===== src/rtl/pc_call_stack.sv =====
`default_nettype none
// ============================================================================
// Module   : pc_call_stack
// Brief    : Parametrised program counter with an integrated return-address
//            stack. Supports stall, ret, call, load and inc, resolved in that
//            priority order on every rising clock edge.
//            Optional macro PC_STACK_ERR_EN builds the sticky overflow and
//            underflow flags; without it both flags are tied low.
// Revision : 1.0 - initial release
// ============================================================================
module pc_call_stack #(
    parameter int               WIDTH        = 16,
    parameter int               DEPTH        = 8,
    parameter logic [WIDTH-1:0] RESET_VECTOR = '0,
    parameter int               INC_STEP     = 1
) (
    input  logic                     clk,
    input  logic                     reset_n,
    input  logic [WIDTH-1:0]         in,
    input  logic                     load,
    input  logic                     inc,
    input  logic                     stall,
    input  logic                     call,
    input  logic                     ret,
    output logic [WIDTH-1:0]         out,
    output logic [$clog2(DEPTH):0]   depth_cnt,
    output logic                     stack_full,
    output logic                     stack_empty,
    output logic                     stack_ovf,
    output logic                     stack_unf
);

    localparam int                 c_IDX_W = $clog2(DEPTH);
    localparam int                 c_CNT_W = c_IDX_W + 1;
    localparam logic [WIDTH-1:0]   c_STEP  = WIDTH'(INC_STEP);
    localparam logic [c_CNT_W-1:0] c_DEPTH = c_CNT_W'(DEPTH);
    localparam logic [c_CNT_W-1:0] c_ONE   = c_CNT_W'(1);

    logic [WIDTH-1:0]   r_pc;
    logic [c_CNT_W-1:0] r_cnt;
    logic [WIDTH-1:0]   r_stack [DEPTH];

    logic [WIDTH-1:0]   w_pc_nxt;
    logic [c_CNT_W-1:0] w_cnt_nxt;
    logic               w_push;
    logic               w_full;
    logic               w_empty;
    logic [WIDTH-1:0]   w_pc_step;
    logic [c_IDX_W-1:0] w_wr_idx;
    logic [c_IDX_W-1:0] w_top_idx;

    assign w_full    = (r_cnt == c_DEPTH);
    assign w_empty   = (r_cnt == '0);
    assign w_pc_step = r_pc + c_STEP;
    // Low index bits suffice: writes only happen when not full, and the top
    // index wraps correctly from DEPTH (all-zero low bits) to DEPTH-1.
    assign w_wr_idx  = r_cnt[c_IDX_W-1:0];
    assign w_top_idx = r_cnt[c_IDX_W-1:0] - c_IDX_W'(1);

    // Next PC / depth selection with stall > ret > call > load > inc priority.
    always_comb begin
        w_pc_nxt  = r_pc;
        w_cnt_nxt = r_cnt;
        w_push    = 1'b0;
        if (stall) begin
            w_pc_nxt = r_pc;
        end else if (ret) begin
            if (!w_empty) begin
                w_pc_nxt  = r_stack[w_top_idx];
                w_cnt_nxt = r_cnt - c_ONE;
            end
        end else if (call) begin
            // The jump is taken even when the push has to be dropped.
            w_pc_nxt = in;
            if (!w_full) begin
                w_push    = 1'b1;
                w_cnt_nxt = r_cnt + c_ONE;
            end
        end else if (load) begin
            w_pc_nxt = in;
        end else if (inc) begin
            w_pc_nxt = w_pc_step;
        end
    end

    // PC and depth counter registers.
    always_ff @(posedge clk or negedge reset_n) begin
        if (!reset_n) begin
            r_pc  <= RESET_VECTOR;
            r_cnt <= '0;
        end else begin
            r_pc  <= w_pc_nxt;
            r_cnt <= w_cnt_nxt;
        end
    end

    // Return-address storage; contents are don't-care after reset.
    always_ff @(posedge clk) begin
        if (w_push) begin
            r_stack[w_wr_idx] <= w_pc_step;
        end
    end

`ifdef PC_STACK_ERR_EN
    logic r_ovf;
    logic r_unf;
    logic w_ovf_evt;
    logic w_unf_evt;

    assign w_ovf_evt = !stall && !ret && call && w_full;
    assign w_unf_evt = !stall && ret && w_empty;

    // Sticky error flags, cleared only by reset.
    always_ff @(posedge clk or negedge reset_n) begin
        if (!reset_n) begin
            r_ovf <= 1'b0;
            r_unf <= 1'b0;
        end else begin
            if (w_ovf_evt) r_ovf <= 1'b1;
            if (w_unf_evt) r_unf <= 1'b1;
        end
    end

    assign stack_ovf = r_ovf;
    assign stack_unf = r_unf;
`else
    assign stack_ovf = 1'b0;
    assign stack_unf = 1'b0;
`endif

    assign out         = r_pc;
    assign depth_cnt   = r_cnt;
    assign stack_full  = w_full;
    assign stack_empty = w_empty;

endmodule
`default_nettype wire


===== config.mk =====
export PLATFORM = sky130hd
export DESIGN_NAME = pc_call_stack
export DESIGN_NICKNAME = d
export VERILOG_FILES = /design/src/rtl/pc_call_stack.sv
export SDC_FILE = /design/constraint.sdc
export NUM_CORES = 1
export LEC_CHECK = 0
export CAP_MARGIN = 25
export CORE_MARGIN = 3
export CORE_UTILIZATION = 54
export CTS_CLUSTER_SIZE = 10
export DETAILED_ROUTE_END_ITERATION = 12
export GPL_TIMING_DRIVEN = 0
export PLACE_DENSITY = 0.74
export SYNTH_ARGS = -nofsm -noshare
export SYNTH_HDL_FRONTEND = slang
export SYNTH_SLANG_ARGS = --single-unit

===== constraint.sdc =====
create_clock -name clk -period 9.9 [get_ports clk]
set_clock_uncertainty 0.15 [all_clocks]
set_input_delay 1.485 -clock clk [delete_from_list [all_inputs] [get_ports clk]]
set_output_delay 1.485 -clock clk [all_outputs]
set_load 0.02 [all_outputs]

==> results of run 1 <==
[layer usage]
| metal | vias up | global-route usage, % | part of all wire (%) |
|---|---|---|---|
| met5 | - | 0 | 0 |
| met4 | 0 | 11.2 | 2.7 |
| met3 | 44 | 7.11 | 8.7 |
| met2 | 236 | 38.5 | 47 |
| met1 | 2040 | 35.2 | 42 |
| li1 | 1741 | - | - |
[critical path, delay by kind of cell, from the launching register on]
family	cells	cell delay (ns)
buffers and inverters	5	1.57
DFF	1	0.37
and+or+nand+nor	1	0.35
adders and majority gates	1	0.21
[power by group through the flow]
stage | clock network [W] | logic (W) | registers (W)
2_1_floorplan | 0 | 0.000542 | 0.000959
3_3_place_gp | 0 | 0.000845 | 0.000934
3_5_place_dp | 0 | 0.000879 | 0.000937
4_1_cts | 0.000624 | 0.000888 | 0.000926
5_1_grt | 0.000654 | 0.000953 | 0.000935
6_report | 0.000619 | 0.000891 | 0.000929
[worst paths after layout]
kind	to	slack (ns)	depth (start not counted)
min in group asynchronous	depth_cnt[3]	1.23	1
max reg2reg	out[12]	5.94	10
max	stack_empty	5.35	7
min	depth_cnt[3]	0.42	1
max in group asynchronous	out[2]	7.93	2
min reg2reg	depth_cnt[3]	0.42	1
[cell usage in the layout, fill, tap and decap left out, types with 9 or more instances in the layout]
cell type and instances:
edfxtp_1 128, clkdlybuf4s50_1 42, mux4_2 32, nand2_1 27, dfrtp_1 20, clkbuf_16 17, xnor2_1 15, nor2_1 15
a21oi_1 15, clkbuf_1 11, nand3_1 10, buf_2 9
[metrics by stage]
stage	total power [W]	cells	hold slack, ns
global placement	0.00178	583	0.398
finish	0.00244	628	0.422
CTS	0.00244	627	0.424
detailed placement	0.00182	595	0.412
global route	0.00254	628	0.454
floorplan	0.00150	398	0.496
[final cells by class]
| type | instances | area, sq um | share of cell area [%] |
|---|---|---|---|
| clock inverter | 12 | 130 | 1.66 |
| tap | 143 | 179 | 2.29 |
| clock buffer | 20 | 437 | 5.58 |
| inverter | 4 | 15.0 | 0.192 |
| sequential | 148 | 4340 | 55.6 |
| multi-input combinational | 224 | 1980 | 25.3 |
| timing repair buffer | 55 | 618 | 7.90 |
| buffer | 22 | 118 | 1.50 |
[cells by family (layout without fill, tap and decap cells)]
group / after synthesis / in the layout / share of synthesized area (%)
flip-flops: 148 / 148 / 67.6
AND/OR/NAND/NOR: 93 / 93 / 7.16
XOR/XNOR: 19 / 19 / 2.59
adder cells (fa/ha/maj): 6 / 6 / 1.28
other: 1 / 2 / 0.0583
multiplexers: 36 / 36 / 11.9
AO/OA/AOI/OAI: 68 / 68 / 7.40
buffers and inverters: 26 / 113 / 2.06
[registers in the layout, indices dropped and copies added, names as in the netlist]
register   flops
r_stack      128
out           16
depth_cnt      4
==> flow_metrics.tcl, run 1 <==
set metrics [dict create \
    initial_core_util_pct 55.8 \
    syn2layout_area_growth_pct 21.7 \
    global_route.usage.total_pct 25.5 \
    critical_path.max_fanout 10 \
    cts.repair.resized 0 \
    synth-edff-count 128 \
    largest_buffer_count_on_any_clock_path 2 \
    critical_path_endpoint_category "output port" \
    worst_setup_path_startpoint "depth_cnt[0]" \
    min_path_type "reg -> reg" \
    maxClockFrequency_mhz 220 \
    intPower_w 0.00161 \
    start_point_of_the_worst_min_delay_path "depth_cnt[3]" \
    place_area_sq_mm 0.00723 \
    cp_slowest_stage_delay_ns 0.68 \
    slew_headroom_pct 47.2 \
    syn-cell-area_sq_mm 0.00643 \
    max_cap_violations 0 \
    irDropWorstVdd_uv 143 \
    n_antenna_cell 0 \
    share_seq_of_total_power_pct 38.1 \
    h-tree-depth 4 \
    routed-via-count 4061 \
    totalWireLength_mm 15.7 \
    setup.worst_path.start_class "flop" \
    post-synth-top-count-cell "edfxtp_1" \
    detail_route.iter0.violations 466 \
    ios 47 \
    filler_cell_count 793 \
    rsz0062_at_grt "false" \
    synth_cell_types 55 \
    timing.critical_path.required_ns 8.27 \
    yosys_most_used_dff "edfxtp_1" \
    placeable_core_region_sq_mm 0.0115 \
    clk-insertion-delay-late_ns 0.42 \
    transition_time_at_the_pin_with_the_least_slew_margin_ns 0.786 \
    tritoncts "built" \
    synth_top_cell_area_share_pct 59.8 \
    ys_top_cells_by_area "edfxtp_1, mux4_2, dfrtp_1" \
    clockPowerShare_pct 25.4 \
    setup_viol 0 \
    maxSlewViolCount 0 \
    cts.reportedPaths.clkPinSlew_ns 0.06 \
    nets 501 \
    overflow 0 \
    ys_warn_count 0 \
    post_synth_most_frequent_cells "edfxtp_1, mux4_2, nand2_1" \
    critical_path.reg2reg.startpoint "depth_cnt[0]" \
    crit_chain "buf_2, buf_4, buf_2, inv_1, ha_1, nor3b_2, clkdlybuf4s50_1" \
    first_global_vias 4115 \
    floorplan.die_area_sq_mm 0.0132 \
    cts_post_setup_buffers_inserted 0 \
    hold_buffers 0 \
    hpwlAfterDp_mm 10.7 \
    switching_share_pct 34.1 \
    critical-path-slowest-cell "clkdlybuf4s50_1" \
    finalWorstPathRequiredPeriod_ns 4.55 \
    clock-root-buffer "clkbuf_16" \
    async_flop_share_pct 13.5 \
    syn_inst 397 \
    power.share.combinational_pct 36.5 \
    synth.avg_cell_area_sq_um 16.2 \
    drt-pass1-iter-count 5 \
    chipHeight_um 115 \
    detail_route.wl_per_cell_um 25.1 \
    postLayoutSetupSlackWorst_ns 5.35 \
    detail_route.vias_per_cell 6.47 \
    dp_worst_setup_slack_ns 5.74 \
    timing.final.hold_violations 0 \
    post-synth-top-area-cell "edfxtp_1" \
    antenna_violations_before_repair 0 \
    power.density_cell_area_mw_per_mm2 312 \
    switchingPower_w 0.000832 \
    die_w_um 115 \
    fin_crit_sh_pct 46.0 \
    route.antenna.remaining_nets 0 \
    finalWeightedCongestion 0.892 \
    grt_pass1_wl_mm 24.0 \
    timing.critical_path.mode_cell "buf_2" \
    final_util_pct 67.9 \
    timing.critical_path.arrival_ns 2.92 \
    outcome "complete, no violations" \
    synth-seq-cells 148 \
    port_buffers 42 \
    placementRows 39 \
    fin_area_sq_mm 0.00782 \
    cts_buf_count 17 \
    drc 0 \
    synth.yosys.seq_area_share_pct 67.6 \
    crit_type "reg -> out" \
    p_leak_nw 2.70 \
    drive_gt1_share_pct 19.6 \
    clkSinkCount 148 \
    grt_start_max_net_pins 21 \
    setup_tns_ns 0 \
]
(Power assumes the default switching activity.)
==> run 2: changes to the inputs <==
--- a/config.mk
+++ b/config.mk
@@ -7,11 +7,11 @@
 export LEC_CHECK = 0
 export CAP_MARGIN = 25
 export CORE_MARGIN = 3
-export CORE_UTILIZATION = 54
+export CORE_UTILIZATION = 53
 export CTS_CLUSTER_SIZE = 10
 export DETAILED_ROUTE_END_ITERATION = 12
 export GPL_TIMING_DRIVEN = 0
-export PLACE_DENSITY = 0.74
+export PLACE_DENSITY = 0.76
 export SYNTH_ARGS = -nofsm -noshare
 export SYNTH_HDL_FRONTEND = slang
 export SYNTH_SLANG_ARGS = --single-unit
==> constraint.sdc (replaced) <==
create_clock -name clk -period 4.1 [get_ports clk]
set_clock_uncertainty 0.15 [all_clocks]
set_input_delay 0.615 -clock clk [delete_from_list [all_inputs] [get_ports clk]]
set_output_delay 0.615 -clock clk [all_outputs]
set_load 0.02 [all_outputs]
==> flow_metrics.tcl, run 2 (synthesized netlist as in run 1, its figures left out) <==
set metrics [dict create \
    outcome "complete, no violations" \
    cts.reportedPaths.clkPinSlew_ns 0.06 \
    critical_path_endpoint_category "flop" \
    setup_viol 0 \
    largest_buffer_count_on_any_clock_path 2 \
    most-common-layout-cells "edfxtp_1, clkdlybuf4s50_1, mux4_2" \
    placementRows 39 \
    chipHeight_um 116 \
    timing.critical_path.mode_cell "buf_2" \
    clock-root-buffer "clkbuf_16" \
    finalWeightedCongestion 0.859 \
    regToRegSetupSlack_ns 0.28 \
    first_global_vias 4207 \
    placeable_core_region_sq_mm 0.0116 \
    routed-via-count 4004 \
    syn2layout_area_growth_pct 20.9 \
    global_route.usage.total_pct 25.4 \
    cp_slowest_stage_delay_ns 0.70 \
    setup.worst_path.start_class "flop" \
    n_antenna_cell 0 \
    detail_route.vias_per_cell 6.40 \
    critical-path-slowest-cell "xnor2_1" \
    drt-pass1-iter-count 5 \
    clkSinkCount 148 \
    cts_buf_count 17 \
    tritoncts "built" \
    grt_pass1_wl_mm 24.3 \
    totalWireLength_mm 15.7 \
    min_path_type "in -> async" \
    critical_path.reg2reg.startpoint "depth_cnt[0]" \
    worst_hold_slack_ns 0.308 \
    regToRegEndpoint "out[9]" \
    total_power_w 0.00584 \
    critical_path.max_fanout 10 \
    rsz0062_at_grt "false" \
    hpwlAfterDp_mm 10.6 \
    worst_r2r_path_depth 11 \
    crit_type "reg -> reg" \
    cts_post_setup_buffers_inserted 0 \
    fin_crit_sh_pct 93.1 \
    setup_tns_ns 0 \
    ios 47 \
    detail_route.wl_per_cell_um 25.0 \
    timing.critical_path.arrival_ns 3.98 \
    timing.final.hold_violations 0 \
    most_flop_heavy_register "r_stack" \
    p_leak_nw 2.69 \
    drc 0 \
    largest_reg_flops 128 \
    timing.critical_path.required_ns 4.26 \
    die_w_um 116 \
    detail_route.iter0.violations 537 \
    drive_gt1_share_pct 19.0 \
    cts.repair.resized 0 \
    overflow 0 \
    transition_time_at_the_pin_with_the_least_slew_margin_ns 0.851 \
    maxSlewViolCount 0 \
    nets 499 \
    antenna_violations_before_repair 0 \
    cpLargestDelayFamily "buffers and inverters" \
    max_cap_violations 0 \
    h-tree-depth 4 \
    critical_path.n_buffers_inverters 5 \
    power.density_cell_area_mw_per_mm2 752 \
    hold_buffers 0 \
    clk-insertion-delay-late_ns 0.42 \
    port_buffers 42 \
    route.antenna.remaining_nets 0 \
    floorplan.die_area_sq_mm 0.0135 \
    maxClockFrequency_mhz 262 \
    crit_chain "buf_2, buf_4, buf_2, inv_1, ha_1, xnor2_1, nor3_1, buf_2, a22o_1, a221o_1, a21o_1" \
    finalWorstPathRequiredPeriod_ns 3.82 \
    slew_headroom_pct 42.8 \
    grt_start_max_net_pins 17 \
    layout_commonest_cell "edfxtp_1" \
    irDropWorstVdd_uv 414 \
    initial_core_util_pct 55.3 \
]
run 2: worst max path at each step:
| stage | startpoint | to | slack (ns) | cells past startpoint |
|---|---|---|---|---|
| CTS | depth_cnt[0] | r_stack[1][10] | 0.08 | 11 |
| global route | depth_cnt[0] | r_stack[1][10] | 0.05 | 11 |
| floorplan | depth_cnt[0] | r_stack[1][0] | 0.19 | 10 |
| detailed placement | depth_cnt[0] | out[12] | 0.09 | 10 |
| global placement | depth_cnt[0] | r_stack[0][15] | -1.13 | 10 |
| finish | depth_cnt[0] | out[9] | 0.28 | 11 |
run 2: area by class of cell:
type | instances | area [sq um]
flip-flops and latches | 148 | 4340
repair buffers | 54 | 582
plain buffers | 21 | 114
fillers | 792 | 3840
clock inverters | 12 | 113
multi-input cells | 224 | 1990
clock buffers | 20 | 437
inverters | 4 | 15.0
well taps | 143 | 179
run 2: worst reg2reg max path, stage by stage (launching register included):
cell,delay (ns)
dfrtp_1,0.34
buf_2,0.25
buf_4,0.30
buf_2,0.35
inv_1,0.20
ha_1,0.28
xnor2_1,0.70
nor3_1,0.27
buf_2,0.24
a22o_1,0.21
a221o_1,0.26
a21o_1,0.16
run 2: through the flow:
stage | std cells | util, % | cell area (sq um) | worst slack [ns]
2_1_floorplan | 398 | - | 6430 | 0.192
3_3_place_gp | 583 | 60.5 | 7030 | -1.13
3_5_place_dp | 595 | 62.1 | 7220 | 0.0858
4_1_cts | 627 | 66.9 | 7770 | 0.0849
5_1_grt | 626 | 66.9 | 7770 | 0.0486
6_report | 626 | 66.9 | 7770 | 0.283
run 2: layer usage:
metal / share of wire, % / vias to the layer above / global-route usage (%)
met1: 39 / 2001 / 34.2
met2: 49 / 224 / 39.8
met4: 3.3 / 0 / 11.4
met3: 9.2 / 56 / 6.32
li1: - / 1723 / -
met5: 0 / - / 0
run 2: power breakdown:
group	total, W	switching, W	internal (W)
logic	0.00214	0.00121	0.000930
clock network	0.00146	0.000573	0.000883
registers	0.00224	0.000196	0.00205
==> RTL change 1, RTL diff (flow settings as in run 2) <==
Build with the macro `PC_STACK_ERR_EN` defined.
--- a/src/rtl/pc_call_stack.sv
+++ b/src/rtl/pc_call_stack.sv
@@ -10,2 +10,4 @@
 // ============================================================================
+`define PC_STACK_ERR_EN
+
 module pc_call_stack #(
Check against the original RTL: not equivalent (a bounded check fails within 4 cycles, from zero or initial values and one cycle with reset_n low).
==> RTL change 1 against run 2 <==
Worst hold slack improved by 0.0033 ns; via count barely moved; area after synthesis rose by 0.55%; cell area rose by 3.2%; count of clock-buffer cells in the layout fell by 2; sequential cell count rose by 2; synthesized cell count rose by 1.0%; power rose by 11%; fmax rose by 6.2%; worst setup slack improved by 0.22 ns; critical path depth fell by 5; wire length fell by 1.1%; critical path type is now register to output port; largest cell class unchanged.
==> RTL change 1: results (changes against run 2) <==
- Status: completed
- Fillers: 752 (-5.1%)
- Max IR drop VDD: 0.000446 V (+7.5%)
- Vias in the first global route: 4,090 (-2.8%)
- Worst EP arrival: 2.83 ns (-1.15 ns)
- Largest cells by area after synthesis: edfxtp_1 (59%), mux4_2 (10%), dfrtp_1 (8.5%), xnor2_1 (1.8%), nand2_1 (1.7%)
- Non-Filler Instances: 630 (+0.64%)
- Layout cell share with drive strength beyond 1: 19.3% (+0.25 points)
- Routed WL per cell: 24.6 um (-1.7%)
- Worst hold slack: 0.312 ns (+0.00335 ns)
- First-pass GRT wire length: 23,900 um (-1.7%)
- Routed vias/inst: 6.36 (-0.56%)
- P_leak: 2.76 nW (+2.4%)
- Post-DP HPWL: 10,600 um (about the same)
- Worst Hold Class: register to register
- Starting DRT DRC Count: 505 (-6.0%)
- Buffers on Ports: 45 (+7.1%)
- Overall Global Routing Usage: 25.0% (-0.39 points)
- Ys async rst share: 14.7% (+1.2 points)
- Slew @ Worst Pin: 0.950 ns (+0.0992 ns)
- Final Net Count: 503 (+0.80%)
- Dpl ws: 0.323 ns (+0.237 ns)
- Library cells used by synthesis: 56 (+1.8%)
- Cell count after synthesis: 401 (+1.0%)
- R2r setup slk: 0.67 ns (+0.39 ns)
- Worst setup margin: 0.507 ns (+0.224 ns)
==> RTL change 1: kinds of logic (layout without fill, tap and decap cells) <==
logic type | after synthesis | after routing | synth area share [%]
fa+ha+maj | 6 | 6 | 1.28
flops | 150 | 150 | 68.0
compound gates | 67 | 67 | 6.87
buf+inv | 24 | 110 | 1.67
simple gates | 100 | 100 | 7.73
xor+xnor | 18 | 18 | 2.56
mux | 36 | 36 | 11.9
==> RTL change 1: what timing repair did <==
item	CTS	global route
hold buffers	0	0
endpoints found under the setup margin	0	1
resized for setup	0	2
==> RTL change 1: path summary, 6_finish.rpt <==
| check | endpoint |
|---|---|
| min | stack_ovf |
| max reg2reg | out[6] |
| max | stack_empty |
| min in group asynchronous | depth_cnt[0] |
| min reg2reg | stack_ovf |
| max in group asynchronous | out[12] |
==> RTL change 1: cell type report <==
cell class	instances	area [sq um]	area share [%]
repair buffers	54	586	7.30
inverters	10	37.5	0.468
plain buffers	14	71.3	0.890
well taps	143	179	2.23
clock buffers	18	439	5.48
multi-input cells	227	1990	24.8
flip-flops and latches	150	4390	54.8
clock inverters	14	325	4.06
==> RTL change 1: worst max-delay path, stage by stage (launching register included) <==
cell and delay, ns:
dfrtp_1 0.38, buf_2 0.19, clkbuf_2 0.29, inv_1 0.26
ha_1 0.19, nor3b_2 0.39, clkdlybuf4s50_1 0.69
==> RTL change 1: power breakdown <==
group	total (mW)	internal [mW]	leakage (nW)	switching, mW
sequential	2.28	2.08	1.42	0.196
combinational	2.20	0.938	0.966	1.27
clock	2.00	1.40	0.368	0.600
total	6.48	4.42	2.76	2.06
==> RTL change 1: per-layer routing <==
layer | global-route usage [%] | share of wire (%)
met5 | 0 | 0
met4 | 11.1 | 3.2
met3 | 6.06 | 8.5
met2 | 39.9 | 50
met1 | 33.1 | 38
==> RTL change 2, RTL diff (settings of run 2) <==
Without the edit above. Register the output `depth_cnt` once more, cleared by the reset; this adds one clock of latency there. The other outputs are not delayed to match.
--- a/src/rtl/pc_call_stack.sv
+++ b/src/rtl/pc_call_stack.sv
@@ -131,3 +131,9 @@
     assign out         = r_pc;
-    assign depth_cnt   = r_cnt;
+    always_ff @(posedge clk or negedge reset_n) begin
+        if (!reset_n) begin
+            depth_cnt <= '0;
+        end else begin
+            depth_cnt <= r_cnt;
+        end
+    end
     assign stack_full  = w_full;
Behaviour: not the same (a bounded check fails within 4 cycles, from zero or initial values and one cycle with reset_n low).
==> RTL change 2 against run 2 <==
Area after synthesis up 2.4%; combinational power up 9.3%; count of clock-buffer cells in the layout unchanged; wire length up 0.88%; sequential cell count up 4; cell area up 2.2%; worst setup slack better by 0.24 ns; power up 3.5%; critical path type unchanged; largest cell class unchanged.
==> RTL change 2: results (changes against run 2) <==
- Synth Area in Adders: 1.25% (-0.030 points)
- Post-synthesis sequential area ratio: 67.5% (about the same)
- DR pass1 iterations: 5 (unchanged)
- Root Driver: clkbuf_16
- Sw Ratio: 34.8% (+0.94 points)
- Cell count after synthesis: 409 (+3.0%)
- Biggest register: r_stack
- Max reg flops: 128 (unchanged)
- Layout cell share with drive strength beyond 1: 20.2% (+1.1 points)
- Vias in the first global route: 4,152 (-1.3%)
- Reg power frac: 37.8% (-0.6 points)
- Library cells used by synthesis: 53 (-3.6%)
- Placed Cells: 631 (+6.1%)
- Area post-placement: 7390 sq um (+2.4%)
- Synth cell count leaders: edfxtp_1 (128), mux4_2 (30), nand2_1 (26)
- CP startpoint: r_cnt[0]
- Starting DRT DRC Count: 475 (-12%)
- Met1 WL: 6200 um (+2.3%)
- Routed vias/inst: 6.10 (-4.7%)
- Buffers on Ports: 44 (+4.8%)
- Grt met1 use: 31.4% (-2.8 points)
- CP max-delay cell: clkbuf_1
- GRT met3 Usage: 7.18% (+0.86 points)
- Met3 routed WL: 1390 um (-3.7%)
- Overall Global Routing Usage: 23.9% (-1.5 points)
- Xor/xnor share of the synthesized area: 2.64% (+0.054 points)
- Met2 usage: 38.4% (-1.3 points)
- GP Congestion: 0.931 (+8.3%)
- Max IR drop VDD: 0.000271 V (-35%)
- Largest cells by area after synthesis: edfxtp_1 (58%), mux4_2 (10%), dfrtp_1 (9.1%), mux2i_1 (1.8%), a21oi_1 (1.6%)
- Largest net degree at the start of global routing: 18 (+1)
- Compound-Gate Fraction of Synth Area: 7.05% (-0.34 points)
- Worst EP arrival: 3.72 ns (-0.26 ns)
- Ys async rst share: 15.8% (+2.3 points)
- Worst slew margin: 39.8% (-3.0 points)
- Final Net Count: 512 (+2.6%)
- R2r setup slk: 0.52 ns (+0.24 ns)
- First-pass GRT wire length: 24,400 um (about the same)
- Via count: 4,049 (+1.1%)
- CP max stage delay: 0.59 ns (-0.11 ns)
- Routed WL per cell: 23.8 um (-4.9%)
- Post-synthesis mux area share: 12.6% (+0.75 points)
- H-Tree Level Count: 4 (unchanged)
- R2r worst-path depth: 10 (-1)
- Status: completed
- Worst Hold Class: register to register
- Met2 routed WL: 7810 um (+2.2%)
- Worst r2r dst: out[8]
- Clock power frac: 23.6% (-1.3 points)
- Post-DP HPWL: 10,600 um (+0.46%)
- P_leak: 2.75 nW (+2.1%)
==> RTL change 2: worst reg2reg max path, stage by stage (launching register included) <==
cell	delay, ns
dfrtp_1	0.46
buf_6	0.24
buf_2	0.34
inv_2	0.20
ha_1	0.32
buf_2	0.23
clkbuf_1	0.60
mux4_2	0.42
mux2i_1	0.20
a2bb2oi_1	0.21
o21ai_1	0.08
==> RTL change 2: layout make-up <==
type                            count  area (sq um)
Buffer                             20           115
Clock buffer                       20           437
Clock inverter                     12           104
Fill cell                         829          4120
Inverter                            6          22.5
Multi-Input combinational cell    232          2030
Sequential cell                   152          4440
Tap cell                          168           210
Timing Repair Buffer               54           583
==> RTL change 2: metrics by stage <==
step / TNS [ns] / worst slack [ns] / hold WS (ns)
floorplan: 0 / 0.823 / 0.169
finish: 0 / 0.519 / 0.299
global route: 0 / 0.331 / 0.299
CTS: 0 / 0.465 / 0.280
detailed placement: 0 / 0.354 / 0.266
global placement: -27.01 / -0.856 / 0.256
